$ cat config.mk
export PLATFORM = sky130hd
export DESIGN_NAME = adder_arbiter
export DESIGN_NICKNAME = d
export VERILOG_FILES = /design/src/rtl/adder_arbiter.sv
export SDC_FILE = /design/constraint.sdc
export NUM_CORES = 1
export LEC_CHECK = 0
export BUFFER_PORTS_ARGS = -buffer_cell sky130_fd_sc_hd__buf_2
export CORE_AREA = 2 2 117 119
export CTS_CLUSTER_SIZE = 28
export DETAILED_ROUTE_END_ITERATION = 6
export DIE_AREA = 0 0 119 121
export PLACE_DENSITY = 0.77
export SETUP_SLACK_MARGIN = 0.4
export SYNTH_ARGS = -nofsm -noshare
export SYNTH_HDL_FRONTEND = slang
export SYNTH_SLANG_ARGS = --single-unit
$ cat constraint.sdc
create_clock -name clk -period 3.4 [get_ports clk]
set_clock_uncertainty 0.2 [all_clocks]
set_input_delay 0.51 -clock clk [delete_from_list [all_inputs] [get_ports clk]]
set_output_delay 0.51 -clock clk [all_outputs]
set_load 0.01 [all_outputs]
$ cat src/rtl/adder_arbiter.sv
// adder_arbiter
//   Shares one multi-cycle floating-point adder between two requesters.
//   A requester raises rqX_stb with its operands; the arbiter grants one
//   requester (round-robin on ties), hands the operands to the adder, waits
//   for add_ready (bounded by TIMEOUT cycles), returns the sum on
//   rqX_result/rqX_ready and waits for rqX_ack before going idle again.
//   A timed-out add returns a quiet NaN and sets the sticky err flag.
//
// Ports
//   clk, reset                : clock (rising edge), asynchronous active-low reset
//   rq0_stb/rq1_stb           : operands valid, held until accepted
//   rq0_a,rq0_b/rq1_a,rq1_b   : requester operands
//   rq0_accept/rq1_accept     : one-cycle pulse when operands are captured
//   rq0_ready/rq1_ready       : result valid, held until the matching ack
//   rq0_result/rq1_result     : per-requester result registers
//   rq0_ack/rq1_ack           : requester consumed its result
//   add_load, add_a, add_b    : start pulse and operands to the shared adder
//   add_ack                   : result taken from the adder
//   add_ready, add_result     : adder response
//   err                       : sticky timeout flag, cleared only by reset
module adder_arbiter #(
    parameter int unsigned DATA_W  = 32,
    parameter int unsigned TIMEOUT = 255
) (
    input  logic              clk,
    input  logic              reset,
    input  logic              rq0_stb,
    input  logic [DATA_W-1:0] rq0_a,
    input  logic [DATA_W-1:0] rq0_b,
    output logic              rq0_accept,
    output logic              rq0_ready,
    output logic [DATA_W-1:0] rq0_result,
    input  logic              rq0_ack,
    input  logic              rq1_stb,
    input  logic [DATA_W-1:0] rq1_a,
    input  logic [DATA_W-1:0] rq1_b,
    output logic              rq1_accept,
    output logic              rq1_ready,
    output logic [DATA_W-1:0] rq1_result,
    input  logic              rq1_ack,
    output logic              add_load,
    output logic [DATA_W-1:0] add_a,
    output logic [DATA_W-1:0] add_b,
    output logic              add_ack,
    input  logic              add_ready,
    input  logic [DATA_W-1:0] add_result,
    output logic              err
);

    localparam int unsigned       CNT_W    = (TIMEOUT < 2) ? 1 : $clog2(TIMEOUT + 1);
    localparam logic [CNT_W-1:0]  CNT_LAST = CNT_W'(TIMEOUT - 1);
    localparam logic [DATA_W-1:0] QNAN     = DATA_W'(32'h7FC0_0000);

    typedef enum logic [1:0] {
        ST_IDLE,
        ST_LOAD,
        ST_WAIT,
        ST_DELIVER
    } state_e;

    state_e            state_q, state_d;
    logic              grant_q, grant_d;     // 0: rq0 owns the adder, 1: rq1
    logic              last_q, last_d;       // requester served last
    logic [CNT_W-1:0]  cnt_q, cnt_d;
    logic [DATA_W-1:0] add_a_q, add_a_d;
    logic [DATA_W-1:0] add_b_q, add_b_d;
    logic [DATA_W-1:0] res0_q, res0_d;
    logic [DATA_W-1:0] res1_q, res1_d;
    logic              err_q, err_d;
    logic              acc0_q, acc0_d;
    logic              acc1_q, acc1_d;
    logic              load_q, load_d;
    logic              ack_q, ack_d;
    logic              rdy0_q, rdy0_d;
    logic              rdy1_q, rdy1_d;
    logic              pick;
    logic              granted_ack;

    // All outputs are registered, so each state's outputs appear one cycle
    // after the state is entered: accept shows during LOAD, add_load during
    // the first WAIT cycle, ready during the first DELIVER cycle.
    always_comb begin
        state_d     = state_q;
        grant_d     = grant_q;
        last_d      = last_q;
        cnt_d       = cnt_q;
        add_a_d     = add_a_q;
        add_b_d     = add_b_q;
        res0_d      = res0_q;
        res1_d      = res1_q;
        err_d       = err_q;
        acc0_d      = 1'b0;
        acc1_d      = 1'b0;
        load_d      = 1'b0;
        ack_d       = ack_q;
        rdy0_d      = rdy0_q;
        rdy1_d      = rdy1_q;
        pick        = 1'b0;
        granted_ack = grant_q ? rq1_ack : rq0_ack;

        case (state_q)
            ST_IDLE: begin
                if (rq0_stb || rq1_stb) begin
                    // Tie goes to the requester not served last.
                    pick    = (rq0_stb && rq1_stb) ? ~last_q : rq1_stb;
                    grant_d = pick;
                    add_a_d = pick ? rq1_a : rq0_a;
                    add_b_d = pick ? rq1_b : rq0_b;
                    acc0_d  = ~pick;
                    acc1_d  = pick;
                    state_d = ST_LOAD;
                end
            end
            ST_LOAD: begin
                load_d  = 1'b1;
                ack_d   = 1'b0;
                cnt_d   = '0;
                state_d = ST_WAIT;
            end
            ST_WAIT: begin
                cnt_d = cnt_q + CNT_W'(1);
                if (add_ready) begin
                    if (grant_q) begin
                        res1_d = add_result;
                        rdy1_d = 1'b1;
                    end else begin
                        res0_d = add_result;
                        rdy0_d = 1'b1;
                    end
                    ack_d   = 1'b1;
                    state_d = ST_DELIVER;
                end else if (cnt_q == CNT_LAST) begin
                    if (grant_q) begin
                        res1_d = QNAN;
                        rdy1_d = 1'b1;
                    end else begin
                        res0_d = QNAN;
                        rdy0_d = 1'b1;
                    end
                    err_d   = 1'b1;
                    ack_d   = 1'b1;
                    state_d = ST_DELIVER;
                end
            end
            ST_DELIVER: begin
                if (granted_ack) begin
                    rdy0_d  = 1'b0;
                    rdy1_d  = 1'b0;
                    ack_d   = 1'b0;
                    last_d  = grant_q;
                    state_d = ST_IDLE;
                end
            end
            default: state_d = ST_IDLE;
        endcase
    end

    always_ff @(posedge clk or negedge reset) begin
        if (!reset) begin
            state_q <= ST_IDLE;
            grant_q <= 1'b0;
            last_q  <= 1'b1;
            cnt_q   <= '0;
            add_a_q <= '0;
            add_b_q <= '0;
            res0_q  <= '0;
            res1_q  <= '0;
            err_q   <= 1'b0;
            acc0_q  <= 1'b0;
            acc1_q  <= 1'b0;
            load_q  <= 1'b0;
            ack_q   <= 1'b0;
            rdy0_q  <= 1'b0;
            rdy1_q  <= 1'b0;
        end else begin
            state_q <= state_d;
            grant_q <= grant_d;
            last_q  <= last_d;
            cnt_q   <= cnt_d;
            add_a_q <= add_a_d;
            add_b_q <= add_b_d;
            res0_q  <= res0_d;
            res1_q  <= res1_d;
            err_q   <= err_d;
            acc0_q  <= acc0_d;
            acc1_q  <= acc1_d;
            load_q  <= load_d;
            ack_q   <= ack_d;
            rdy0_q  <= rdy0_d;
            rdy1_q  <= rdy1_d;
        end
    end

    assign rq0_accept = acc0_q;
    assign rq1_accept = acc1_q;
    assign rq0_ready  = rdy0_q;
    assign rq1_ready  = rdy1_q;
    assign rq0_result = res0_q;
    assign rq1_result = res1_q;
    assign add_load   = load_q;
    assign add_a      = add_a_q;
    assign add_b      = add_b_q;
    assign add_ack    = ack_q;
    assign err        = err_q;

endmodule

After elaboration in Yosys (flattened, before gate mapping). Index checks and enable logic that the tools add are counted.

Bits in latches: 0. ROM bits: 0. Logic and storage cells: 77. RAM bits: 0. Input bits: 167. Output and inout bits: 135. Flip-flop bits (word level): 147. Memories: 0.

Reductions and logical operators: 15. Multiplexer cells: 35. Div/mod/pow operators: 0. Shift-type cells: 0. $add $sub $neg: 1. Magnitude comparators: 0. Multipliers: 0. Bitwise gates (word level): 4. Eq/ne operators: 7.

Operators by type and width (count): $mux W32 (10); $reduce_and A3 Y1 (6); $mux W1 (16); $pmux W8 S2 (1); $add A8 B1 Y8 const B (1); $eq A8 B8 Y1 const B (1); $mux W2 (4); $pmux W2 S4 (1); $reduce_bool A2 Y1 (3); $eq A2 B2 Y1 const B (2); $ne A2 B2 Y1 const B (2); $not A1 Y1 (4); $pmux W1 S2 (2); $reduce_and A2 Y1 (2); $ne A3 B3 Y1 const B (1); $pmux W1 S3 (1); $reduce_bool A3 Y1 (1); $eq A2 B1 Y1 const B (1); $logic_not A2 Y1 (1); $logic_and A1 B1 Y1 (1); $logic_or A1 B1 Y1 (1).

Depth between registers and ports, before layout.
Depth after elaboration: 5. Depth in mapped cells: 8. Mapped depth without buffers: 6.

Worst setup path after synthesis. OpenSTA, ideal clock, no wires.

Kind: flip-flop to flip-flop. Start point: register state_q[0]. End point: register res0_q[10], in the netlist rq0_result[10]. Library setup time: 0.121 ns. Stages on the path, launching flop included: 9. Path buffers: 2. Arrival: 1.487 ns. Period minus slack after synthesis: 1.808 ns. Slack: 1.592 ns. Required time: 3.079 ns. Cells stage by stage: dfrtp_1 -> inv_1 -> ha_1 -> inv_2 -> nor2_1 -> and2_1 -> buf_2 -> buf_2 -> a22o_1.

Longest elaborated chain between the ends: 2.

Ends and longest elaborated chain: start, declared (line 61) `state_e state_q, state_d;`; start signal, assigned (line 176) `state_q <= state_d;`; $eq A2 B2 Y1 (line 101) `case (state_q)`; $reduce_and A3 Y1 (no line); end signal, assigned (line 182) `res0_q <= res0_d;`; end, declared (line 67) `logic [DATA_W-1:0] res0_q, res0_d;`.

No other way between the ends. A chain may end at the register's enable or synchronous reset.

Worst setup path after layout.
Start point: register state_q[0]. End point: register res0_q[5], in the netlist rq0_result[5].

Same word-level chain as after synthesis.

==> qor.csv <==
stage,metric,value,unit
clock_network,cts_tree,yes,
timing,slew_violations,0,
critical_path,worst-path-buf-inv,2,
placement,place.gp.congestion,0.849,
logic_synthesis,synth_compound_area_share,22.0,%
logic_synthesis,syn_area,6000,um^2
timing,max_slew.worst_pin.slew,0.942,ns
floorplan,dieHeight,121,um
logic_synthesis,synth_edf_count,0,
logic_synthesis,syn-num-nets,648,
detailed_routing,dr.first_iter.drc_count,578,
critical_path,end_kind,register,
global_route,grt_antenna_before_repair,6,
clock_network,path_clk_slew,0.06,ns
logic_synthesis,yosysSeqAreaShare,61.3,%
floorplan,die_width,119,um
critical_path,critical_path_arrival,2.81,ns
clock_network,cts_buffers,17,
clock_network,post_cts_resized,0,
placement,io_buffers,301,
detailed_routing,routed_wl,18.2,mm
logic_synthesis,synth-simple-area-share,4.65,%
hold_path,min_path_type,input pin to register,
critical_path,critPathKind,register to register,
logic_synthesis,synth_cell_types,40,
cells_and_area,fillers,1045,
placement,dp_cells,920,
power,ir_drop,0.489,mV
detailed_routing,via_per_inst,5.52,
job,drv_cap,0,
global_route,grt_pass1_wl,27.9,mm
timing,max-slew-margin-rel,37.2,%
logic_synthesis,synth_area_leader_cell,dfrtp_1,
critical_path,cpPeakStageDelay,0.74,ns
critical_path,cp_max_fo,23,
logic_synthesis,synth_top_cell_area_share,60.9,%
cells_and_area,final_cells,960,
logic_synthesis,synth_area_leaders,"dfrtp_1 61%, a222oi_1 7.7%, a22o_1 6.7%, inv_1 3.2%, mux2i_1 3.2%",
critical_path,slowest_stage,and2_1,
critical_path,cp_top_family,simple AND/OR/NAND/NOR gates,
critical_path,r2r-end,rq0_result[5]$_DFFE_PN0P_,
logic_synthesis,synth_fa_ha_area_share,1.46,%
clock_network,postCtsSetupRepairBufs,0,
logic_synthesis,synth_top_family_by_area,compound AO/OA/AOI/OAI gates,
logic_synthesis,synth_mux_area_share,3.17,%
clock_network,root_buffer,clkbuf_16,
clock_network,cts.sinks,147,
cells_and_area,seqCellArea,3680,um^2
detailed_routing,avgRoutedWirePerCell,19.0,um
detailed_routing,route.detailed.drc,11,
floorplan,io_pins,302,
cells_and_area,multiInputGateArea,1910,um^2
timing,setup_viol,0,
cells_and_area,fin_nets,938,
logic_synthesis,synth_flop_cell,dfrtp_1,
timing,period_share,78.2,%
placement,place.detailed.hpwl,13.1,mm
outcome,violations,DRC,
clock_network,h-tree-depth,4,
detailed_routing,drt_first_pass_iters,7,
floorplan,die_area,14400,um^2
floorplan,core,13100,um^2
cells_and_area,drive_gt1_share,45.0,%
global_route,grt_pass1_vias,5367,
timing,finalHoldViolCount,0,
floorplan,start_util,45.8,%
hold_path,holdPathEnd,add_a[5]$_DFFE_PN0P_,
critical_path,r2r_cells,6,
global_route,track_usage,25.1,%
critical_path,r2r_slack,0.74,ns
detailed_routing,vias,5301,
timing,fmax,376,MHz
timing,period_needed,2.66,ns
critical_path,worstPathCellList,inv_1 -> ha_1 -> inv_2 -> nor2_1 -> and2_1 -> a22o_1,
outcome,outcome,"finished, violations left",
critical_path,start_kind,register,
logic_synthesis,syn-mean-instance-area,12.7,um^2
logic_synthesis,synthXorXnorAreaFrac,0.146,%
timing,setup-tns-final,0,ns
cells_and_area,synthToLayoutAreaGrowth,37.7,%
logic_synthesis,synth_seq_cells,147,
logic_synthesis,ys_top_cells_by_count,"146 x dfrtp_1, 51 x inv_1, 46 x a222oi_1, 46 x a22o_1, 31 x o21ai_0",
logic_synthesis,ys_warn_count,0,
logic_synthesis,synth_cells,474,
critical_path,worstPathRequired,3.55,ns
power,power_density,992,nW/um^2
power,power.leakage,4.45,nW
floorplan,num_rows,42,
logic_synthesis,async_flop_share,100,%
clock_network,clockBufferDepth,2,
clock_network,holdBufCountCts,1,
hold_path,holdCritStartpoint,rq0_a[5],
logic_synthesis,synth.most_common_cell,dfrtp_1,
global_route,grt_max_degree,84,
timing,rsz0062_at_grt,false,
power,p_total,8.19,mW
critical_path,r2r_start,state_q[0]$_DFFE_PN0P_,
hold_path,holdPathStages,3,
global_route,overflow,0,
detailed_routing,ant_nets,0,
clock_network,clock_latency,0.42,ns
-- power breakdown --
part | internal, mW | switching, mW
combinational | 1.35 | 1.71
clock | 1.39 | 0.714
sequential | 2.55 | 0.477
-- routing by layer --
layer  routed length (um)  share of wire [%]  vias to the layer above  global-route usage, %
met2                 9610                 53                      254                   43.5
met4                  563                3.1                        0                   13.2
met1                 6670                 37                     2646                   28.4
li1                     -                  -                     2368                      -
met5                    0                  0                        -                      0
met3                 1400                7.7                       33                   6.53
-- registers in the layout (all words and copies together) (netlist names) --
register and cells:
add_ack 1, last_q 1, rq1_ready 1, grant_q 1
state_q 2, rq0_ready 1, add_b 32, add_load 1
cnt_q 8, err 1, rq1_accept 1, add_a 32
rq0_accept 1, rq1_result 32, rq0_result 32
-- worst min-delay path: stages --
cell and delay [ns]:
buf_2 0.07, a222oi_1 0.05, inv_1 0.05
-- stage by stage --
| stage | setup WS, ns | utilization [%] | area, um^2 | hold slack (ns) |
|---|---|---|---|---|
| after CTS | 0.760 | 63.0 | 8240 | 0.0893 |
| final | 0.740 | 63.1 | 8260 | 0.103 |
| after floorplan | 1.59 | - | 6000 | 0.0144 |
| after global routing | 0.533 | 63.1 | 8250 | 0.101 |
| after detailed placement | 0.793 | 57.7 | 7560 | 0.248 |
| after global placement | 0.928 | 57.7 | 7560 | 0.241 |
-- cells by family after synthesis --
| kind of cell | count (synthesis) |
|---|---|
| and+or+nand+nor | 53 |
| adders and majority gates | 7 |
| xor gates and xnor gates | 1 |
| muxes | 19 |
| AOI/OAI and AO/OA | 160 |
| buffers and inverters | 87 |
| DFF | 147 |
-- layout make-up --
cell class                 count  area share [%]
clock inverter                14            2.83
antenna                        7           0.212
sequential                   147            44.6
timing repair buffer         306            19.0
clock buffer                  18            5.32
tap                          176            2.67
inverter                      52            2.36
multi-input combinational    240            23.1
-- worst max path at each step --
stage	startpoint	slack [ns]	endpoint	cells past startpoint
5_1_grt	state_q[0]$_DFFE_PN0P_	0.53	rq0_result[5]$_DFFE_PN0P_	6
4_1_cts	state_q[0]$_DFFE_PN0P_	0.76	rq0_result[5]$_DFFE_PN0P_	6
3_5_place_dp	state_q[0]$_DFFE_PN0P_	0.79	rq0_result[20]$_DFFE_PN0P_	6
3_3_place_gp	state_q[0]$_DFFE_PN0P_	0.93	rq0_result[19]$_DFFE_PN0P_	6
6_report	state_q[0]$_DFFE_PN0P_	0.74	rq0_result[5]$_DFFE_PN0P_	6
2_1_floorplan	state_q[0]$_DFFE_PN0P_	1.59	rq0_result[10]$_DFFE_PN0P_	8
-- layout by cell type, fill, tap and decap left out, types with 2 or more instances in the layout --
cell	n
o21ai_0	30
o22a_1	18
ha_1	7
clkbuf_16	17
mux2i_1	19
inv_1	51
diode_2	7
clkinv_2	4
a22oi_1	2
bufinv_16	6
buf_4	3
and3_1	3
nand2_1	24
a21o_1	3
dfrtp_1	146
nor2b_1	2
nand3_1	5
a22o_1	46
or3_1	2
a21oi_1	8
nor2_1	6
a222oi_1	46
buf_2	300
o21ai_4	2
clkinv_4	3
(Power assumes the default switching activity.)
